[src/rtl/ha_collect_pkg.sv]
// Shared definitions for the RSFQ half-adder result collector.
//   DEF_WORD_W / DEF_FIFO_DEPTH : default word width and FIFO depth
//   state_e                     : collector FSM states
//   WARMUP_CYC                  : cycles of strobe masking after reset
//   ERR_W                       : protocol error counter width
package ha_collect_pkg;
  localparam int DEF_WORD_W     = 8;
  localparam int DEF_FIFO_DEPTH = 4;
  localparam int WARMUP_CYC     = 3;
  localparam int ERR_W          = 8;

  typedef enum logic [1:0] {WARMUP, IDLE, COLLECT} state_e;
endpackage

[src/rtl/ha_toggle_sync.sv]
// Toggle-line receiver: 2-flop synchronizer, previous-value flop and a
// registered XOR giving a 1-cycle strobe per line transition.
//   clk   : host clock
//   rst   : synchronous active-high reset (clears the strobe)
//   line  : toggle-encoded pulse line (asynchronous)
//   pulse : 1-cycle strobe, high in the cycle after the 3rd edge that sees
//           the new level
module ha_toggle_sync (
  input  logic clk,
  input  logic rst,
  input  logic line,
  output logic pulse
);
  logic meta, sync, prev;

  // The level pipeline keeps tracking the line during reset, so the level
  // present at reset becomes the baseline rather than a phantom toggle.
  always_ff @(posedge clk) begin
    meta <= line;
    sync <= meta;
    prev <= sync;
    if (rst) pulse <= 1'b0;
    else     pulse <= sync ^ prev;
  end
endmodule

[src/rtl/ha_result_collector.sv]
// Collector for the RSFQ half-adder: turns toggle-encoded sum/carry/SFQ-clock
// lines into packed WORD_W-bit words buffered in a valid/ready FIFO.
//   clk, rst           : host clock, synchronous active-high reset
//   sfq_clk_in         : SFQ clock line (toggle-encoded)
//   s_in, cout_in      : sum / carry lines (toggle-encoded)
//   word_s, word_c     : FIFO head words, bit 0 = first window
//   word_valid         : FIFO non-empty
//   word_ready         : consumer accepts head
//   overflow           : sticky, a completed word was dropped
//   err_cnt            : saturating protocol error count (HA_COLLECT_CHECK_EN)
// Optional feature macro: HA_COLLECT_CHECK_EN
module ha_result_collector
  import ha_collect_pkg::*;
#(
  parameter int WORD_W     = DEF_WORD_W,
  parameter int FIFO_DEPTH = DEF_FIFO_DEPTH
) (
  input  logic              clk,
  input  logic              rst,
  input  logic              sfq_clk_in,
  input  logic              s_in,
  input  logic              cout_in,
  output logic [WORD_W-1:0] word_s,
  output logic [WORD_W-1:0] word_c,
  output logic              word_valid,
  input  logic              word_ready,
  output logic              overflow
`ifdef HA_COLLECT_CHECK_EN
  ,output logic [ERR_W-1:0] err_cnt
`endif
);
  localparam int IDX_W = $clog2(WORD_W);
  localparam int PTR_W = $clog2(FIFO_DEPTH);

  // ---------------- line receivers: [0]=sfq, [1]=s, [2]=cout
  logic [2:0] lines, strobes;
  assign lines = {cout_in, s_in, sfq_clk_in};

  for (genvar g = 0; g < 3; g++) begin : g_sync
    ha_toggle_sync u_sync (
      .clk   (clk),
      .rst   (rst),
      .line  (lines[g]),
      .pulse (strobes[g])
    );
  end

  logic sfq_p, s_p, c_p;
  assign sfq_p = strobes[0];
  assign s_p   = strobes[1];
  assign c_p   = strobes[2];

  // ---------------- FSM
  state_e     state, state_nxt;
  logic [1:0] warm_cnt;
  logic       open_win, close_win, in_collect;

  always_ff @(posedge clk) begin
    if (rst) begin
      state    <= WARMUP;
      warm_cnt <= '0;
    end else begin
      state    <= state_nxt;
      warm_cnt <= (state == WARMUP) ? warm_cnt + 2'd1 : '0;
    end
  end

  always_comb begin
    state_nxt = state;
    case (state)
      WARMUP:  if (warm_cnt == 2'(WARMUP_CYC - 1)) state_nxt = IDLE;
      IDLE:    if (sfq_p) state_nxt = COLLECT;
      COLLECT: state_nxt = COLLECT;
      default: state_nxt = WARMUP;
    endcase
  end

  always_comb begin
    open_win   = (state == IDLE) && sfq_p;
    close_win  = (state == COLLECT) && sfq_p;
    in_collect = (state == COLLECT);
  end

  // ---------------- window flags and word assembly
  logic [IDX_W-1:0]  idx;
  logic              s_seen, c_seen, s_hit, c_hit;
  logic [WORD_W-1:0] s_word, c_word, s_full, c_full;
  logic              push_vld;
  logic [WORD_W-1:0] push_s, push_c;

  // A data strobe coincident with the SFQ strobe belongs to the closing window.
  assign s_hit = s_seen | s_p;
  assign c_hit = c_seen | c_p;

  always_comb begin
    s_full      = s_word;
    c_full      = c_word;
    s_full[idx] = s_hit;
    c_full[idx] = c_hit;
  end

  always_ff @(posedge clk) begin
    if (rst) begin
      idx      <= '0;
      s_seen   <= 1'b0;
      c_seen   <= 1'b0;
      s_word   <= '0;
      c_word   <= '0;
      push_vld <= 1'b0;
      push_s   <= '0;
      push_c   <= '0;
    end else begin
      push_vld <= 1'b0;
      if (open_win) begin
        idx    <= '0;
        s_seen <= 1'b0;
        c_seen <= 1'b0;
      end else if (close_win) begin
        s_word[idx] <= s_hit;
        c_word[idx] <= c_hit;
        s_seen      <= 1'b0;
        c_seen      <= 1'b0;
        if (idx == IDX_W'(WORD_W - 1)) begin
          // Completed word is staged one cycle before entering the FIFO.
          idx      <= '0;
          push_vld <= 1'b1;
          push_s   <= s_full;
          push_c   <= c_full;
        end else begin
          idx <= idx + IDX_W'(1);
        end
      end else if (in_collect) begin
        s_seen <= s_hit;
        c_seen <= c_hit;
      end
    end
  end

`ifdef HA_COLLECT_CHECK_EN
  // ---------------- protocol checks
  logic s_dup, c_dup, err_now;

  // Repeat strobe in a window, including one landing with the closing strobe.
  assign err_now = close_win &&
                   ((s_hit & c_hit) | s_dup | c_dup | (s_seen & s_p) | (c_seen & c_p));

  always_ff @(posedge clk) begin
    if (rst) begin
      s_dup   <= 1'b0;
      c_dup   <= 1'b0;
      err_cnt <= '0;
    end else begin
      if (open_win || close_win) begin
        s_dup <= 1'b0;
        c_dup <= 1'b0;
      end else if (in_collect) begin
        s_dup <= s_dup | (s_seen & s_p);
        c_dup <= c_dup | (c_seen & c_p);
      end
      if (err_now && err_cnt != '1) err_cnt <= err_cnt + ERR_W'(1);
    end
  end
`endif

  // ---------------- word FIFO
  logic [WORD_W-1:0] mem_s [FIFO_DEPTH];
  logic [WORD_W-1:0] mem_c [FIFO_DEPTH];
  logic [PTR_W-1:0]  wr_ptr, rd_ptr;
  logic [PTR_W:0]    count;
  logic              full, pop, push_ok;

  assign full       = (count == (PTR_W + 1)'(FIFO_DEPTH));
  assign word_valid = (count != '0);
  assign pop        = word_valid && word_ready;
  // A pop in the same cycle frees the slot a full-FIFO push needs.
  assign push_ok    = push_vld && (!full || pop);

  always_ff @(posedge clk) begin
    if (push_ok) begin
      mem_s[wr_ptr] <= push_s;
      mem_c[wr_ptr] <= push_c;
    end
  end

  always_ff @(posedge clk) begin
    if (rst) begin
      wr_ptr   <= '0;
      rd_ptr   <= '0;
      count    <= '0;
      overflow <= 1'b0;
    end else begin
      if (push_ok) wr_ptr <= wr_ptr + PTR_W'(1);
      if (pop)     rd_ptr <= rd_ptr + PTR_W'(1);
      case ({push_ok, pop})
        2'b10:   count <= count + (PTR_W + 1)'(1);
        2'b01:   count <= count - (PTR_W + 1)'(1);
        default: count <= count;
      endcase
      if (push_vld && !push_ok) overflow <= 1'b1;
    end
  end

  assign word_s = word_valid ? mem_s[rd_ptr] : '0;
  assign word_c = word_valid ? mem_c[rd_ptr] : '0;
endmodule

[config.mk]
export PLATFORM = sky130hd
export DESIGN_NAME = ha_result_collector
export DESIGN_NICKNAME = d
export VERILOG_FILES = /design/src/rtl/ha_collect_pkg.sv /design/src/rtl/ha_toggle_sync.sv /design/src/rtl/ha_result_collector.sv
export SDC_FILE = /design/constraint.sdc
export NUM_CORES = 1
export LEC_CHECK = 0
export ABC_AREA = 1
export BUFFER_PORTS_ARGS = -buffer_cell sky130_fd_sc_hd__buf_4
export CAP_MARGIN = 25
export CORE_ASPECT_RATIO = 1.5
export CORE_MARGIN = 2
export CORE_UTILIZATION = 60
export CTS_CLUSTER_SIZE = 28
export DETAILED_ROUTE_END_ITERATION = 8
export PLACE_DENSITY = 0.78
export SETUP_SLACK_MARGIN = 0.2
export SKIP_CTS_REPAIR_TIMING = 1
export SLEW_MARGIN = 5
export SYNTH_ARGS = -nofsm -noshare
export SYNTH_HDL_FRONTEND = slang
export SYNTH_HIERARCHICAL = 1
export SYNTH_SLANG_ARGS = --single-unit
[constraint.sdc]
create_clock -name clk -period 2.38 [get_ports clk]
set_input_delay 0.119 -clock clk [delete_from_list [all_inputs] [get_ports clk]]
set_output_delay 0.119 -clock clk [all_outputs]
set_load 0.05 [all_outputs]
== Word-level counts from Yosys, hierarchy flattened ==
Memory sizes are Yosys's and may differ from the RTL's. A register that Yosys moved wholly into a read port is not among the register bits.
Cells that the tools add are included.
Word-level totals
  register bits after elaboration: 62
  latch bits: 0
  output and inout port bits: 18
  memories: 2
  memory bits (writable): 64
  memory bits (read-only): 0
Operators by class
  eq/ne operators: 9
  shifts and indexed selects: 0
  muxes and demuxes: 18
  magnitude comparators: 2
  bitwise gates (word level): 8
  reduce and logical (&&, ||, !) cells: 19
  multiply operators: 0
  add/subtract/negate cells: 6
  divide/modulo/power cells: 0
Memories
  mem_c: words 4, width 8, rd ports 1, clocked after Yosys merged registers in 1, write ports 1, line ha_result_collector.sv:167  | logic [WORD_W-1:0] mem_c [FIFO_DEPTH];
  mem_s: words 4, width 8, rd ports 1, clocked after Yosys merged registers in 1, write ports 1, line ha_result_collector.sv:166  | logic [WORD_W-1:0] mem_s [FIFO_DEPTH];
Operators by type and width (number)
  bitwise mux 8 bit: 2
  2-to-1 mux 8 bit: 2
  2-to-1 mux 2 bit: 6
  adder 2 x 1 -> 2 bit (second input constant): 3
  adder 3 x 1 -> 3 bit (second input constant): 2
  equality test 2 bit (second input constant): 3
  equality test 3 bit (second input constant): 2
  logical AND 1 bit: 6
  one-hot mux 2 bit (3 select lines): 1
  one-hot mux 3 bit (2 select lines): 1
  OR reduction 3 bit: 2
  equality test 2 x 1 -> 1 bit (second input constant): 2
  < comparator 3 x 4 -> 1 bit (second input constant): 1
  2-to-1 mux 1 bit: 4
  != test 2 x 1 -> 1 bit (second input constant): 2
  AND reduction 2 bit: 2
  OR reduction 2 bit: 2
  demux 1 bit (select 3 bit): 1
  >= comparator 3 x 1 -> 1 bit (second input constant): 1
  2-to-1 mux 3 bit: 1
  inverter 1 bit: 3
  AND reduction 3 bit: 1
  nonzero test 3 bit: 1
  subtractor 3 x 1 -> 3 bit (second input constant): 1
  6 further kinds: 10

== Longest topological paths before layout ==
  word-level depth: 6
  gate-level depth with buffers: 11
  gate-level depth less buffers: 11

== Cells and area by module ==
Netlist, hierarchy kept.
Modules (own cells, without submodules)
  ha_result_collector: instances 1, area an instance 4852.2 µm², cells each 498
  ha_toggle_sync: instances 3, area an instance 98.8 µm², cells each 9

== Least setup slack after synthesis ==
No wires, ideal clock.
  kind: register to output
  from: register count[0]
  to: output word_c[1]
  data required time: 2.261 ns
  cell stages (with the launch flop): 6
  buffers on the path: 1
  data arrival time: 1.758 ns
  setup slack: 0.503 ns
  cell sequence: dfxtp_1 > nor2_2 > nand2_2 > inv_1 > buf_2 > a21oi_1
On the way
  cells in the longest elaborated chain, start to end: 2
Ends and longest elaborated chain
  start, declared: line ha_result_collector.sv:169  | logic [PTR_W:0] count;
  start signal, assigned: line ha_result_collector.sv:195  | 2'b10: count <= count + (PTR_W + 1)'(1);
  start signal, assigned: line ha_result_collector.sv:196  | 2'b01: count <= count - (PTR_W + 1)'(1);
  start signal, assigned: line ha_result_collector.sv:197  | default: count <= count;
  nonzero test 3 bit: line ha_result_collector.sv:173  | assign word_valid = (count != '0);
  net word_valid: line ha_result_collector.sv:25  | output logic word_valid,
  2-to-1 mux 8 bit: line ha_result_collector.sv:204  | assign word_c = word_valid ? mem_c[rd_ptr] : '0;
  end, declared: line ha_result_collector.sv:24  | output logic [WORD_W-1:0] word_c,
The timed path passes the listed nets, and every way through them passes these cells.

==> impl_metrics.toml <==
[outcome]
outcome = "finished, final reports clean"

[sta]
setup_viol = 0
setup_ws_ps = 322
tightestPinTransition_ps = 572
post-route-min-period_ps = 2060
tns_ps = 0
finalHoldViolCount = 0
post-route-period-util_pct = 86.5
max_freq_mhz = 486
maxSlewViolCount = 0
rsz0062_at_grt = "yes"
slew_headroom_pct = 61.8
fin_skew_ps = 10.6

[grt]
met2_usage_pct = 35.0
grt-busiest-layer = "met2"
grt_use_met3_pct = 6.90
first_global_vias = 3370
grt_start_max_net_pins = 33
grtUsageMet1_pct = 24.1
grt_pass1_wl_mm = 15.1
grt_usage_pct = 21.4
antenna_found_initial = 0
grt-ovfl-total = 0

[job]
drv_cap = 0

[routing]
drtPass1Iterations = 5
wl_per_cell_um = 13.5
drc_errors = 0
ant_nets = 0
via_per_inst = 5.20
wirelength_mm = 9.21
dr_total_vias = 3543
drtIter0Drc = 272

[yosys]
syn_area_um2 = 5150
async_flop_share_pct = 0
syn-num-nets = 543
ys_top_cells_by_count = "96 x nor2_1, 72 x o21ai_0, 64 x dfxtp_1, 64 x edfxtp_1, 61 x inv_1"
synth_ff_type = "edfxtp_1"
synth_top_family_by_area = "compound AO/OA/AOI/OAI gates"
ys_top_cells_by_area = "edfxtp_1 37%, dfxtp_1 25%, o21ai_0 7.0%, nor2_1 7.0%, a21oi_1 4.7%"
synth-simple-area-share_pct = 13.3
synth_top_cell_area_share_pct = 37.3
synth_edf_count = 64
seq_area_frac_synth_pct = 62.2
ys_seq_elements = 128
yosysMostFrequentCell = "nor2_1"
avgSynthCellArea_um2 = 9.81
yosysWarnings = 6
synth_compound_area_share_pct = 14.0
muxShareOfSynthArea_pct = 0
synthDistinctLibCells = 30
yosys.area.top_type = "edfxtp_1"
synth_xor_area_share_pct = 0
synthAdderAreaFrac_pct = 3.06
synth_cells = 525

[worst_hold_path]
holdPathStages = 4
hp-start = "word_ready"
hold_path.class = "in -> reg"
min_to = "rd_ptr[0]$_SDFFE_PP0N_"

[floorplan]
ios = 24
die_area_um2 = 9350
floorplan.initialDensity_pct = 61.6
die_h_um = 117
fp-row-count = 41
core_um2 = 8360
die_w_um = 79.6

[layout]
antennaDiodeCount = 0
finalNetCount = 580
nFillCells = 567
fin_area_um2 = 6030
drive_gt1_share_pct = 13.6
areaGrowthSynthToFinish_pct = 17.1

[clock_network]
cts_buffers = 17
cts-htree-levels = 4
clk_pin_slew_ps = 50
clk_latency_ps = 410
root_buffer = "clkbuf_16"
clock-sinks = 128
cts_buffer_depth = 2
cts_tree = "built"

[critical_path]
cpMostUsedCell = "buf_4"
end_kind = "primary output"
critPathLaunchType = "flop"
cp.required_ps = 2260
path_class = "reg -> out"
crit_chain = "clkinvlp_4 > buf_4 > nor2_1 > o21ai_0 > a21oi_1 > buf_4"
worstReg2RegEnd = "push_s[1]$_SDFFE_PP0P_"
crit_slowest_cell = "dfxtp_2"
reg2reg_slack_ps = 510
r2r.worst_path.cells = 8
max_stage_delay_ps = 570
cp.arrival_ps = 1940
r2r_start = "state[0]$_SDFFE_PP0P_"
crit_fanout = 17

[power]
totalPowerFinal_uw = 7160
peakVddDrop_mv = 0.783
cellLeakagePower_uw = 0.00248
power_density_nw_per_um2 = 1190

[place]
gp_congestion = 0.833
hpwl_mm = 5.83
io_buffers = 23
postPlaceCellArea_um2 = 5380
post-place-ws_ps = 344
flip-flops by register name, summed over array words and instances (netlist names), 2 cells and up, named ones only:
register and count:
state 2, g_sync.u_sync/prev 3, warm_cnt 2, push_s 8, mem_c 32, wr_ptr 2
g_sync.u_sync/pulse 3, mem_s 32, g_sync.u_sync/sync 3, g_sync.u_sync/meta 3, s_word 8, rd_ptr 2
c_word 8, idx 3, count 3, push_c 8
cell families after synthesis:
family	count (synthesis)
AO/OA/AOI/OAI	134
adder cells (fa/ha/maj)	12
buffers and inverters	84
flip-flops	128
AND/OR/NAND/NOR	167
worst max-delay path: cells and delay by family, from the launching register on:
| kind | cells | cell delay [ps] |
|---|---|---|
| AO/OA/AOI/OAI | 2 | 260 |
| buffers and inverters | 3 | 570 |
| AND/OR/NAND/NOR | 1 | 120 |
| flip-flops | 1 | 570 |
per-stage QoR:
stage | hold slack [ps] | utilization [%] | cells
3_3_place_gp | 224 | 64.3 | 642
4_1_cts | -209 | 71.1 | 674
2_1_floorplan | 147 | - | 525
6_report | 102 | 72.1 | 682
3_5_place_dp | 225 | 64.3 | 642
5_1_grt | 122 | 72.1 | 682
layout make-up:
class                   count  area, µm²  share of cell area, %
flip-flops and latches    128       3210                   53.2
repair buffers             38        299                   4.96
clock inverters            10        111                   1.85
well taps                 107        134                   2.22
inverters                  63        254                   4.21
clock buffers              22        454                   7.53
repair inverters            1       7.51                  0.125
multi-input cells         313       1560                   25.9
power by group:
part | leakage [µW] | switching, µW | internal [µW]
Sequential | 0.00107 | 92.6 | 2410
Clock | 0.000272 | 857 | 1560
Combinational | 0.00114 | 1610 | 630
Total | 0.00248 | 2560 | 4600
metal layers:
layer	part of all wire, %	vias up
li1	-	1817
met1	39	1634
met2	55	86
met3	5.0	6
met4	1.1	0
met5	0	-
layout by cell type, fill, tap and decap left out, drive strengths merged:
master and instances:
o22ai 1, clkinvlp 5, ha 11, nor3 3, o21ai 72, and2 1, o21a 1, nand3 5
nand2 56, bufinv 2, dfxtp 64, clkinv 5, edfxtp 64, nor2 98, nand4 2, a21oi 48
o211ai 12, clkbuf 22, and3 1, or2 1, dlygate4sd3 4, fa 1, buf 34, inv 62
worst max-delay path by stage:
| stage | from | to | cells past startpoint |
|---|---|---|---|
| after floorplan | count[0]$_SDFFE_PP0P_ | word_c[1] | 5 |
| after global placement | flop | word_s[1] | 5 |
| after detailed placement | flop | word_c[7] | 5 |
| after CTS | flop | word_s[0] | 5 |
| after global routing | flop | word_c[1] | 6 |
| final | flop | word_s[0] | 6 |
(Power assumes the default switching activity.)
